[src/rtl/aes_if_pkg.sv]
// aes_if_pkg: shared definitions for the AES chip host driver.
//   CMD_* : 2-bit chip command encodings
//   state_t : driver FSM states
//   BLOCK_BYTES / BLOCK_W / IDX_W : block size in bytes, bits, byte-index width
package aes_if_pkg;
   localparam logic [1:0] CMD_NOP  = 2'b00;
   localparam logic [1:0] CMD_KEY  = 2'b01;
   localparam logic [1:0] CMD_DATA = 2'b10;
   localparam logic [1:0] CMD_READ = 2'b11;
   localparam int BLOCK_BYTES = 16;
   localparam int BLOCK_W     = BLOCK_BYTES * 8;
   localparam int IDX_W       = $clog2(BLOCK_BYTES);
   typedef enum logic [2:0] {ST_IDLE, ST_KEY, ST_DATA, ST_WAIT, ST_READ, ST_FIN} state_t;
endpackage

[src/rtl/aes_byte_shreg.sv]
// aes_byte_shreg: 128-bit parallel-load register that shifts left by one byte.
//   i_clk, i_rst_n : clock, async active-low reset (clears to 0)
//   i_load, i_load_val : parallel load (wins over shift)
//   i_shift, i_byte : shift left 8 bits, i_byte enters the low byte
//   o_q : register contents
module aes_byte_shreg
   import aes_if_pkg::*;
(
   input  logic               i_clk,
   input  logic               i_rst_n,
   input  logic               i_load,
   input  logic [BLOCK_W-1:0] i_load_val,
   input  logic               i_shift,
   input  logic [7:0]         i_byte,
   output logic [BLOCK_W-1:0] o_q
);
   logic [BLOCK_W-1:0] r_q;
   always_ff @(posedge i_clk or negedge i_rst_n)
      if (!i_rst_n) r_q <= '0;
      else if (i_load) r_q <= i_load_val;
      else if (i_shift) r_q <= {r_q[BLOCK_W-9:0], i_byte};
   assign o_q = r_q;
endmodule

[src/rtl/aes_host_drv.sv]
// aes_host_drv: drives a byte-serial AES chip (key, data, wait, read back).
//   CLK, RST_ : clock, async active-low reset
//   start, load_key, key, data_in : user request (sampled in IDLE)
//   busy, done, err, result : user status and ciphertext
//   CMD, DIN : command and byte to chip; READY, OK, DOUT : chip handshake and byte back
module aes_host_drv
   import aes_if_pkg::*;
#(
   parameter int TIMEOUT_CYC = 1024
)(
   input  logic               CLK,
   input  logic               RST_,
   input  logic               start,
   input  logic               load_key,
   input  logic [BLOCK_W-1:0] key,
   input  logic [BLOCK_W-1:0] data_in,
   output logic               busy,
   output logic               done,
   output logic               err,
   output logic [BLOCK_W-1:0] result,
   output logic [1:0]         CMD,
   output logic [7:0]         DIN,
   input  logic               READY,
   input  logic               OK,
   input  logic [7:0]         DOUT
);
   localparam int CNT_W = $clog2(TIMEOUT_CYC) + 1;
   state_t             r_state;
   logic [1:0]         r_cmd;
   logic [IDX_W-1:0]   r_idx;
   logic [CNT_W-1:0]   r_cnt;
   logic               r_busy, r_done, r_err;
   logic [BLOCK_W-1:0] r_data;
   logic [BLOCK_W-1:0] w_tx, w_tx_val;
   logic               w_start, w_last, w_tx_load, w_tx_shift, w_rx_shift;

   assign w_start    = r_state == ST_IDLE && start;
   assign w_last     = READY && r_idx == IDX_W'(BLOCK_BYTES - 1);
   // TX register holds the key first (or data when the key is reused) and is
   // reloaded with the latched data block as the last key byte goes out
   assign w_tx_load  = w_start || (r_state == ST_KEY && w_last);
   assign w_tx_val   = w_start ? (load_key ? key : data_in) : r_data;
   assign w_tx_shift = READY && (r_state == ST_KEY || r_state == ST_DATA);
   assign w_rx_shift = READY && r_state == ST_READ;
   // TX shifts in zeros, so it is empty outside KEY/DATA and DIN reads 00 there
   assign DIN    = w_tx[BLOCK_W-1 -: 8];
   assign CMD    = r_cmd;
   assign busy   = r_busy;
   assign done   = r_done;
   assign err    = r_err;

   aes_byte_shreg u_tx (
      .i_clk(CLK), .i_rst_n(RST_), .i_load(w_tx_load), .i_load_val(w_tx_val),
      .i_shift(w_tx_shift), .i_byte(8'h00), .o_q(w_tx)
   );
   // RX is never loaded, so a timeout leaves the previous result intact
   aes_byte_shreg u_rx (
      .i_clk(CLK), .i_rst_n(RST_), .i_load(1'b0), .i_load_val('0),
      .i_shift(w_rx_shift), .i_byte(DOUT), .o_q(result)
   );

   always_ff @(posedge CLK or negedge RST_)
      if (!RST_) begin
         r_state <= ST_IDLE;
         r_cmd   <= CMD_NOP;
         r_idx   <= '0;
         r_cnt   <= '0;
         r_busy  <= 1'b0;
         r_done  <= 1'b0;
         r_err   <= 1'b0;
         r_data  <= '0;
      end else begin
         r_done <= 1'b0;
         r_err  <= 1'b0;
         case (r_state)
            ST_IDLE: if (start) begin
               r_data  <= data_in;
               r_busy  <= 1'b1;
               r_idx   <= '0;
               r_state <= load_key ? ST_KEY : ST_DATA;
               r_cmd   <= load_key ? CMD_KEY : CMD_DATA;
            end
            ST_KEY: if (READY) begin
               r_idx <= r_idx + 1'b1;
               if (w_last) begin
                  r_state <= ST_DATA;
                  r_cmd   <= CMD_DATA;
               end
            end
            ST_DATA: if (READY) begin
               r_idx <= r_idx + 1'b1;
               if (w_last) begin
                  r_state <= ST_WAIT;
                  r_cmd   <= CMD_NOP;
                  r_cnt   <= '0;
               end
            end
            ST_WAIT: begin
               r_cnt <= r_cnt + 1'b1;
               // OK on the final count still wins over the timeout
               if (OK) begin
                  r_state <= ST_READ;
                  r_cmd   <= CMD_READ;
               end else if (r_cnt == CNT_W'(TIMEOUT_CYC - 1)) begin
                  r_state <= ST_FIN;
                  r_done  <= 1'b1;
                  r_err   <= 1'b1;
               end
            end
            ST_READ: if (READY) begin
               r_idx <= r_idx + 1'b1;
               if (w_last) begin
                  r_state <= ST_FIN;
                  r_cmd   <= CMD_NOP;
                  r_done  <= 1'b1;
               end
            end
            ST_FIN: begin
               r_state <= ST_IDLE;
               r_busy  <= 1'b0;
            end
            default: r_state <= ST_IDLE;
         endcase
      end
endmodule

[config.mk]
export PLATFORM = sky130hd
export DESIGN_NAME = aes_host_drv
export DESIGN_NICKNAME = d
export VERILOG_FILES = /design/src/rtl/aes_if_pkg.sv /design/src/rtl/aes_byte_shreg.sv /design/src/rtl/aes_host_drv.sv
export SDC_FILE = /design/constraint.sdc
export NUM_CORES = 1
export LEC_CHECK = 0
export BUFFER_PORTS_ARGS = -buffer_cell sky130_fd_sc_hd__buf_2
export CAP_MARGIN = 15
export CORE_MARGIN = 8
export CORE_UTILIZATION = 55
export CTS_BUF_LIST = sky130_fd_sc_hd__clkbuf_2
export CTS_CLUSTER_SIZE = 10
export DETAILED_ROUTE_END_ITERATION = 8
export PLACE_DENSITY_LB_ADDON = 0.3
export RECOVER_POWER = 50
export SYNTH_ARGS = -nofsm -noshare
export SYNTH_HDL_FRONTEND = slang
export SYNTH_HIERARCHICAL = 1
export SYNTH_SLANG_ARGS = --single-unit
[constraint.sdc]
create_clock -name CLK -period 2.6 [get_ports CLK]
set_input_delay 0.65 -clock CLK [delete_from_list [all_inputs] [get_ports CLK]]
set_output_delay 0.65 -clock CLK [all_outputs]
set_load 0.02 [all_outputs]
# After elaboration in Yosys (flattened, before gate mapping)
# Index checks and enable logic that the tools add are counted.
[totals]
reg_bits = 407
latchBits = 0
mem_bits_rw = 0
romBits = 0
input_bits = 270
out_inout_bits = 141
wordCells = 89
n_memories = 0
[op_classes]
n_addsub = 2
multipliers = 0
div_mod_pow = 0
magnitude_cmp = 0
n_eq_ne = 19
n_shift = 0
n_mux = 37
n_bitwise = 0
reduce_logical = 21
[op_table]
columns = ["cell", "n"]
rows = [
  ["$mux 128", 4],
  ["$mux 3", 9],
  ["$mux 11", 2],
  ["$pmux 11 s2", 1],
  ["$mux 2", 8],
  ["$ne 2x2->1 const B", 8],
  ["$pmux 3 s5", 1],
  ["$add 11x1->11 const B", 1],
  ["$eq 11x10->1 const B", 1],
  ["$mux 4", 2],
  ["$pmux 2 s4", 1],
  ["$pmux 4 s2", 1],
  ["$reduce_and 8->1", 1],
  ["$reduce_bool 2->1", 4],
  ["$reduce_and 7->1", 1],
  ["$eq 3x2->1 const B", 2],
  ["$eq 3x3->1 const B", 2],
  ["$mux 1", 6],
  ["$ne 2x1->1 const B", 3],
  ["$reduce_and 3->1", 2],
  ["$logic_and 1x1->1", 5],
  ["$add 4x1->4 const B", 1],
  ["$eq 4x4->1 const B", 1],
  ["$pmux 1 s2", 2],
  ["other kinds (8)", 10],
]

# Logic depth before layout (Yosys ltp)
# Gate-level depths: netlist of the first run.
[depth]
ltp_word = 5
mapped_depth = 11
mapped_depth_nobuf = 5

# Cells and area by module
# Netlist of the first run, hierarchy kept.
[by_module_without_submodules]
columns = ["module", "n_inst", "cells_per_inst", "area_each_um2"]
rows = [
  ["aes_byte_shreg", 2, 554, 6000.8],
  ["aes_host_drv", 1, 989, 8365.5],
]

# Worst setup path after synthesis of the first run
# Ideal clock, no wire load.
[synth_path]
path_kind = "input -> register"
from = "input start"
to = "register u_tx.r_q[113] (netlist: u_tx/o_q[113])"
setup_time_ns = 0.132
t_arrival_ns = 2.348
slack_ns = 0.120
stages = 9
path_buffers = 6
cell_sequence = "or4b_1 > buf_2 > buf_6 > buf_6 > buf_6 > o31ai_1 > buf_2 > clkbuf_1 > o21ai_1"
[synth_via]
elab_chain_cells = 3
[synth_lines]
columns = ["item", "line", "text"]
rows = [
  ["from (decl)", "aes_host_drv.sv:13", "input logic start,"],
  ["$logic_and 1x1->1 (*)", "aes_host_drv.sv:37", "assign w_start = r_state == ST_IDLE && start;"],
  ["$logic_or 1x1->1 (*)", "aes_host_drv.sv:41", "assign w_tx_load = w_start || (r_state == ST_KEY && w_last);"],
  ["via w_tx_load", "aes_host_drv.sv:35", "logic w_start, w_last, w_tx_load, w_tx_shift, w_rx_shift;"],
  ["$mux 128 / $reduce_bool 2->1 (equally long branches)", "n/a", ""],
  ["to (signal assigned)", "aes_byte_shreg.sv:20", "else if (i_load) r_q <= i_load_val;"],
  ["to (signal assigned)", "aes_byte_shreg.sv:21", "else if (i_shift) r_q <= {r_q[BLOCK_W-9:0], i_byte};"],
  ["to (decl)", "aes_byte_shreg.sv:17", "logic [BLOCK_W-1:0] r_q;"],
]
# Mark *: on every way through the listed nets, which the timed path passes. The rest lies on a longest branch.
# A chain may end at the register's enable or synchronous reset.

# Worst setup path after layout of the first run
[layout_path]
from = "register r_state[0]"
to = "register u_rx.r_q[5] (netlist: u_rx/o_q[5])"
[layout_via]
elab_chain_cells = 2
[layout_lines]
columns = ["item", "line", "text"]
rows = [
  ["from (decl)", "aes_host_drv.sv:28", "state_t r_state;"],
  ["from (signal assigned)", "aes_host_drv.sv:80", "r_state <= load_key ? ST_KEY : ST_DATA;"],
  ["$eq 3x3->1", "aes_host_drv.sv:44", "assign w_rx_shift = READY && r_state == ST_READ;"],
  ["$logic_and 1x1->1", "aes_host_drv.sv:44", ""],
  ["via w_rx_shift", "aes_host_drv.sv:35", ""],
  ["to (signal assigned)", "aes_byte_shreg.sv:20", ""],
  ["to (signal assigned)", "aes_byte_shreg.sv:21", ""],
  ["to (decl)", "aes_byte_shreg.sv:17", ""],
]
# The timed path passes the listed nets, and every way through them passes these cells.

==> summary by stage, run 1 <==
Setup path
Traced cell by cell, the critical path runs through or3b_2, nor2_1, buf_12, buf_12, mux2i_1, o21ai_1. The startpoint of the worst-slack reg-to-reg timing path is r_state[0]. The end of the worst register-to-register path is u_rx/o_q[5].

The setup slack on the worst flop-to-flop path is about 0.23 ns. The worst-case reg-to-reg path depth is 6. The critical path starts at r_state[0]. The worst setup path is captured at a flop.

The most critical setup path has its endpoint at u_rx/o_q[5]. Along the worst path, the maximum fanout reaches 32. The most repeated library cell on the critical path is sky130_fd_sc_hd__buf_12.

For the worst setup path, the data required time is 3.45 ns. The slowest stage of the critical path is the sky130_fd_sc_hd__or3b_2 cell. On the worst path, the slowest cell contributes a delay of around 0.55 ns. STA classifies the critical path startpoint as a flop. The classification of the worst setup path is flop to flop. STA puts the critical path data arrival time at between 3 and 4 ns.

Floorplan
The floorplan step defined a die boundary enclosing roughly 43,000 um^2. The site row count is 70. The die is roughly 210 um wide. For this configuration, the core starts out at a cell density of 0.558.

The floorplan step defined a core boundary enclosing about 37,000 um^2. The floorplan die height is 208 um. The number of top-level pins is approximately 410.

Timing
The maximum clock frequency is around 420 MHz. Setup repair after global routing left no endpoint under its margin. Summed over all failing endpoints, the final setup total negative slack is 0 ns. The relative max-transition margin is -0.224. The time the worst path needs with I/O delays and setup is approximately 2.4 ns. Between clock sinks in the finished design, the worst skew comes to between 0.04 and 0.05 ns. The number of pins with negative max-slew slack in the final report was between 60 and 70. The final critical-path share of the clock period is 0.913. Setup violations remaining at the end of the flow were counted as 0. The count of endpoints failing hold in the final timing report is 0. For the pin with the worst max-slew slack, the measured transition is about 1.8 ns.

Clock tree
Gates resized during post-CTS repair numbered 0. In this run the clock root is driven by a sky130_fd_sc_hd__clkbuf_2. The number of buffers created by CTS is 104. The clock-pin slew on the worst setup and hold paths is approximately 0.10 ns.

The H-tree was split into 3 levels. Clock latency on the worst-skew pair, taken at its later pin, is 0.98 ns. After clock tree synthesis, the setup repair step added 0 buffers.

TritonCTS built the clock tree. The count of hold buffers inserted by post-cts repair is between 150 and 200. The maximum clock insertion buffer count is 3. The clock drives 407 sinks.

Yosys
The synthesized area per cell is around 9.7 um^2. The share of the Yosys chip area taken by registers is 0.500. The number of instances in the synthesized netlist is about 2,100. The total standard cell area after synthesis is ~20,000 um^2. The combinational family with the most area after synthesis is multiplexers. After synthesis the netlist holds a flip-flop and latch count of roughly 400.

The fraction of registers with async set/reset is 1.00. Of the post-synthesis cell area, the part taken by muxes is 0.192. For this run, the leading register cell type out of synthesis is sky130_fd_sc_hd__dfrtp_1. The xor and xnor area share after synthesis is 0.000860. The compound-cell area share of the yosys netlist is 0.112. After synthesis, the netlist uses 50 different library cells. Yosys mapped a number of flops with a built-in enable equal to 0. The yosys synthesis warning count is 6.

Of the total synthesized cell area, the portion taken by AND, OR, NAND and NOR gates is 0.134. Of the total synthesized cell area, the portion taken by full adders, half adders and majority gates is 0.00123.

Layout
The fraction of layout cells with a size suffix above 1 is 0.218. The area growth from synthesis to final layout is 25.7%. The top cell types in the final layout, fill and taps aside, are sky130_fd_sc_hd__nand2_1 (660), sky130_fd_sc_hd__buf_2 (408), sky130_fd_sc_hd__dfrtp_1 (407). For this run, the share of the core covered by cells in the final layout is 0.701. The final layout contains between 3,000 and 4,000 nets. Once layout is done, the placed cells without fillers occupy about 26,000 um^2. The filler cell count in the final layout is 2,732. The library cell used most frequently in the layout, excluding fill and tap cells, is sky130_fd_sc_hd__nand2_1.

Global route
The total routing usage reported by global routing is 0.277. The aggregate global routing overflow is 0. The initial antenna violation count came to 4. The number of global-route vias before repair was 19,000. The global-route wire length before repair is slightly below 100,000 um. Entering global routing, the biggest net connects between 100 and 150 pins.

Status
The flow ran to the end, but the final reports show violations. The final reports fail on capacitance limit, slew limit.

Pwr
For this design the ratio of total power to cell area is between 900 and 1000 nW/um^2. The reported leakage power is 0.0123 uW. The peak ir drop on the vdd network is between 0.7 and 0.8 mV. Cell internal power was estimated by the tool at approximately 14,000 uW. Summed over all nets, the switching power comes to ~9400 uW.

The share of total power dissipated in the clock network is 0.187. The share of total power dissipated in sequential elements is 0.422. Of the total power, the share spent switching nets is 0.404. The part of the total power dissipated in combinational logic is 0.391.

Route
In this run, the number of DRC markers left after iteration 0 of detailed routing was about 1,300. The pre-antenna-repair detailed-routing pass consisted of 6 iterations. The via-per-instance ratio is roughly 5.4. In this run the remaining antenna-violating nets after routing total 0.

The detailed-route wire length is just over 60,000 um. The DRC violation count after routing is 0. The total vias in the final route is 18,100. The detailed-route wire length per cell is between 15 and 20 um.

Worst hold path
The min-delay analysis places its worst path in the category input port to flop.

Place
The post-place instance area is around 23,000 um^2. Detailed placement ended at an HPWL of around 40,000 um. The number of buffers added on ports is 410.

The congestion estimate from routability-driven global placement came to 0.855.

Run
The number of maximum-capacitance violations is 1.
-- how the worst min path moves through the flow --
stage | to | depth (start not counted) | startpoint
floorplan | CMD[0] | 0 | RST_
global placement | r_data[127] | 2 | r_data[127]
detailed placement | r_data[127] | 2 | r_data[127]
CTS | u_tx/o_q[54] | 5 | key[54]
global route | u_tx/o_q[111] | 5 | key[111]
finish | u_tx/o_q[5] | 5 | key[5]
-- power by group through the flow --
| stage | clock [uW] | combinational, uW | sequential [uW] |
|---|---|---|---|
| after floorplan | 0 | 6900 | 9770 |
| after global placement | 0 | 8460 | 9850 |
| after detailed placement | 0 | 8790 | 9930 |
| after CTS | 4480 | 9010 | 9820 |
| after global routing | 4830 | 10100 | 10000 |
| final | 4360 | 9130 | 9840 |
-- flip-flops by register name, indices dropped and copies added (netlist names) --
register	cells
CMD	2
busy	1
done	1
err	1
r_cnt	11
r_data	128
r_idx	4
r_state	3
u_rx/o_q	128
u_tx/o_q	128
-- per-layer routing --
layer	track usage	up-vias	part of all wire
met5	0	-	0
met4	0.115	0	0.031
met3	0.0643	135	0.070
met2	0.467	752	0.49
met1	0.341	8693	0.41
li1	-	8506	-
-- area by class of cell --
type | instances | area (um^2) | share of cell area
Sequential cell | 407 | 10200 | 0.398
Multi-Input combinational cell | 1671 | 9520 | 0.372
Timing Repair Buffer | 632 | 4360 | 0.170
Clock buffer | 157 | 786 | 0.0307
Tap cell | 468 | 586 | 0.0229
Clock inverter | 20 | 131 | 0.00513
Inverter | 6 | 22.5 | 0.000880
Antenna cell | 4 | 10.0 | 0.000391
-- Yosys cell counts (2+ instances only) --
library cell	number	area share
sky130_fd_sc_hd__a211oi_1	2	0.00074
sky130_fd_sc_hd__a21oi_1	5	0.0012
sky130_fd_sc_hd__a22o_1	5	0.0022
sky130_fd_sc_hd__a31oi_1	2	0.00061
sky130_fd_sc_hd__buf_1	3	0.00055
sky130_fd_sc_hd__buf_12	26	0.026
sky130_fd_sc_hd__buf_2	37	0.0091
sky130_fd_sc_hd__buf_4	2	0.00074
sky130_fd_sc_hd__buf_6	19	0.011
sky130_fd_sc_hd__clkbuf_1	65	0.012
sky130_fd_sc_hd__dfrtp_1	407	0.50
sky130_fd_sc_hd__ha_1	2	0.0012
sky130_fd_sc_hd__inv_1	6	0.0011
sky130_fd_sc_hd__mux2_4	2	0.0015
sky130_fd_sc_hd__mux2i_1	387	0.19
sky130_fd_sc_hd__nand2_1	660	0.12
sky130_fd_sc_hd__nand2b_1	5	0.0015
sky130_fd_sc_hd__nand3_1	6	0.0015
sky130_fd_sc_hd__nand4_1	2	0.00061
sky130_fd_sc_hd__nor2_1	9	0.0017
sky130_fd_sc_hd__nor3_1	7	0.0017
sky130_fd_sc_hd__nor4_1	2	0.00061
sky130_fd_sc_hd__o21ai_0	42	0.010
sky130_fd_sc_hd__o21ai_1	352	0.086
sky130_fd_sc_hd__o21ai_2	9	0.0039
sky130_fd_sc_hd__o22ai_1	2	0.00061
sky130_fd_sc_hd__o31ai_1	3	0.0011
sky130_fd_sc_hd__or2_2	2	0.00061
sky130_fd_sc_hd__or3_1	3	0.00092
sky130_fd_sc_hd__or4_1	3	0.0011
-- per-stage QoR --
stage / hold WS [ns] / power [uW] / instances / worst slack, ns
final: 0.116 / 23300 / 3365 / 0.225
after global routing: 0.0539 / 25000 / 3365 / 0.117
after CTS: 0.00229 / 23300 / 3360 / 0.176
after floorplan: 0.354 / 16700 / 2236 / 0.120
after global placement: 0.439 / 18300 / 3007 / 0.224
after detailed placement: 0.445 / 18700 / 3007 / 0.0738
-- worst max-delay path, delay by kind of cell, from the launching register on --
kind                   cells  cell delay (ns)
buffers and inverters      2             0.54
DFF                        1             0.49
and+or+nand+nor            2             0.81
muxes                      1             0.25
AOI/OAI and AO/OA          1             0.10
-- cells by family (layout without fill, tap and decap cells) --
family                     count (synthesis)  count (layout)
AOI/OAI and AO/OA                        432             432
xor gates and xnor gates                   2               2
adders and majority gates                  2               2
buffers and inverters                    158             815
DFF                                      407             407
muxes                                    390             390
other                                      1             144
and+or+nand+nor                          705             705
Note: power is estimated with default switching activity, not from simulation.
==> inputs of run 2 (changes only) <==
--- a/config.mk
+++ b/config.mk
@@ -12,8 +12,10 @@
 export CTS_BUF_LIST = sky130_fd_sc_hd__clkbuf_2
 export CTS_CLUSTER_SIZE = 10
 export DETAILED_ROUTE_END_ITERATION = 8
+export MAX_ROUTING_LAYER = met4
 export PLACE_DENSITY_LB_ADDON = 0.3
 export RECOVER_POWER = 50
+export SLEW_MARGIN = 20
 export SYNTH_ARGS = -nofsm -noshare
 export SYNTH_HDL_FRONTEND = slang
 export SYNTH_HIERARCHICAL = 1
==> summary by stage, run 2 (same netlist as run 1, synthesis figures left out) <==
Setup path
The worst setup path is launched from a flop. The master of the slowest instance on the critical path is sky130_fd_sc_hd__buf_12. The required time at the worst-slack endpoint is 3.50 ns (+0.05 ns).

The endpoint type of the worst setup path is a flop. The arrival time of data at the critical path endpoint is 3.27 ns (+0.04 ns). In this design, the critical path's most frequently occurring cell is sky130_fd_sc_hd__nand2_1. Walking the worst path, the cells encountered are clkbuf_2, or2_2, nor2_1, buf_12, nand2_1, nand2_1. The maximum cell stage delay along the critical path is 0.50 ns (-0.05 ns). The top fanout value on the critical path is 130 (+310%).

The critical path is of the flop to flop type.

Clock tree
The clock-pin slew on the worst setup and hold paths is 0.10 ns (about the same). The post-CTS setup buffer count is 0 (unchanged). Clock tree synthesis selected as its root buffer the cell sky130_fd_sc_hd__clkbuf_2. The clock sink count was 407 (unchanged). The post-cts resize count came to 0 (unchanged).

The clock tree from TritonCTS is done. The later-pin clock latency in the skew report is 0.99 ns (about the same). The H-tree depth is 3 (unchanged). The maximum clock insertion buffer count is 3 (unchanged). The number of buffers created by CTS was 104 (unchanged).

Timing
Setup repair after global routing left no endpoint under its margin. The worst setup skew after layout is 0.0400 ns (-0.00137 ns). The transition at the pin with the smallest max-transition slack is 1.86 ns (+0.0200 ns). The relative max-transition margin is -0.237 (-0.0133). The maximum clock frequency is 420 MHz (-0.14%). The number of pins with negative max-slew slack in the final report was 65 (unchanged).

The time the worst path needs with I/O delays and setup came to 2.38 ns (+0.00328 ns). The count of endpoints failing hold in the final timing report came to 0 (unchanged). The final sum of negative setup slack is 0 ns (unchanged). The final critical-path share of the clock period came to 0.915 (+0.00126). The worst path setup slack after routing is 0.222 ns (-0.00328 ns).

The setup-violating endpoint count in the final report is 0 (unchanged).

Route
Signal routing reaches up to met4. The met3 routed wirelength is 4070 um (-5.5%). The DRC violation count after routing was 0 (unchanged). The iteration count of the initial detailed-routing pass is 6 (unchanged). The via-per-instance ratio was 5.37 (about the same). The initial detailed-routing violation count was 1,379 (+4.3%).

The total routed wire length on the met1 layer is 25,200 um (+1.1%). The detailed-route wire length per cell was 18.3 um (about the same). The total vias in the final route was 18,100 (-0.033%). The detailed-route wire length is 61,500 um (about the same). The post-detailed-route count of antenna-violating nets was 0 (unchanged).

The met2 wirelength from detailed routing came to 30,200 um (-0.23%).

Layout
The area occupied by registers is 10,200 um^2 (unchanged). The top cell types in the final layout, fill and taps aside, are sky130_fd_sc_hd__nand2_1 (660), sky130_fd_sc_hd__buf_2 (408), sky130_fd_sc_hd__dfrtp_1 (407). The area of the multi-input gates is 9520 um^2 (unchanged). The net total in the final layout is 3,093 (-0.032%). The fraction of layout cells with a size suffix above 1 is 0.218 (about the same). The area growth from synthesis to final layout is 25.7% (about the same).

The commonest non-fill, non-tap cell in the layout is sky130_fd_sc_hd__nand2_1. The filler cell count in the final layout is 2,731 (-0.037%). The utilization of the core after routing is 0.701 (about the same). The design area is 25,600 um^2 (about the same).

Floorplan
The initial core utilization is 0.558 (unchanged). The number of top-level pins was 411 (unchanged). The chip width came to 208 um (unchanged). The placeable core area is 36,500 um^2 (unchanged). The site row count is 70 (unchanged). The floorplan die height is 208 um (unchanged). The total die area is 43,400 um^2 (unchanged).

Pwr
The peak ir drop on the vdd network is 0.784 mV (+0.23%). The reported net switching power is 9420 uW (-0.12%). The proportion of total power due to net switching was 0.404 (about the same). The total internal power is 13,900 uW (about the same). The part of the power in registers is 0.422 (about the same).

The power after layout came to 23,300 uW (about the same). The part of the total power dissipated in combinational logic was 0.392 (about the same). The areal power density over the cells is 911 nW/um^2 (about the same). The reported leakage power is 0.0123 uW (about the same). The clock group share of total power was 0.186 (about the same).

Run
The number of maximum-capacitance violations is 1 (unchanged).

Global route
The global-route wire length before repair is 99,400 um (about the same). The total routing usage reported by global routing came to 0.286 (+0.00836). The largest net degree at the start of global routing came to 131 (unchanged). The number of global-route vias before repair is 19,000 (+0.021%).

The aggregate global routing overflow is 0 (unchanged). The initial antenna violation count is 4 (unchanged).

Status
The checks that failed: capacitance limit, slew limit. The flow ran to the end, but the final reports show violations.

Place
The post-placement worst setup slack is 0.0738 ns (unchanged). The final estimated routing congestion in global placement is 0.868 (+1.6%). The post-DP HPWL came to 40,100 um (unchanged). The number of buffers added on ports is 410 (unchanged). The post-place instance area is 23,000 um^2 (unchanged).

Worst hold path
The worst min-delay path category is input port to flop.
==> run 2: layout make-up <==
type                            count  share of cell area
Inverter                            6            0.000880
Clock buffer                      157              0.0307
Sequential cell                   407               0.398
Multi-Input combinational cell   1671               0.372
Clock inverter                     20             0.00513
Antenna cell                        4            0.000391
Tap cell                          468              0.0229
Timing Repair Buffer              631               0.170
==> run 2: timing repair <==
item / CTS / global route
setup endpoints to repair: 0 / 0
hold buffers: 176 / 0
endpoints found under the hold margin: 335 / 0
==> run 2: power by group through the flow <==
stage	Clock, uW	Sequential, uW	Combinational [uW]
after floorplan	0	9770	6900
after global placement	0	9850	8460
after detailed placement	0	9930	8790
after CTS	4480	9820	9010
after global routing	4830	10000	10100
final	4340	9850	9130
==> run 2: final timing paths <==
path                        startpoint           end  slack [ns]  cells after the start
setup / recovery            r_state[0]    r_data[30]        0.22                      6
hold / removal                  key[5]   u_tx/o_q[5]        0.12                      5
setup reg to reg            r_state[0]    r_data[30]        0.22                      6
hold reg to reg            r_data[127]   r_data[127]        0.46                      2
max in group asynchronous         RST_  u_tx/o_q[52]        0.37                      3
min in group asynchronous         RST_    r_data[88]        0.74                      2
==> run 2: routing by layer <==
layer / vias up / global-route usage
met2: 767 / 0.467
li1: 8508 / -
met5: - / -
met3: 134 / 0.0595
met1: 8671 / 0.346
met4: 0 / 0.114
==> run 2: critical path, delay by kind of cell (launching register included) <==
| kind | cells | cell delay, ns |
|---|---|---|
| simple gates | 4 | 0.92 |
| flops | 1 | 0.49 |
| buf+inv | 2 | 0.81 |
==> run 2: stage by stage <==
| stage | cells | hold WS [ns] |
|---|---|---|
| after global routing | 3364 | 0.0412 |
| after floorplan | 2236 | 0.354 |
| after CTS | 3360 | 0.00229 |
| after detailed placement | 3007 | 0.445 |
| final | 3364 | 0.124 |
| after global placement | 3007 | 0.439 |
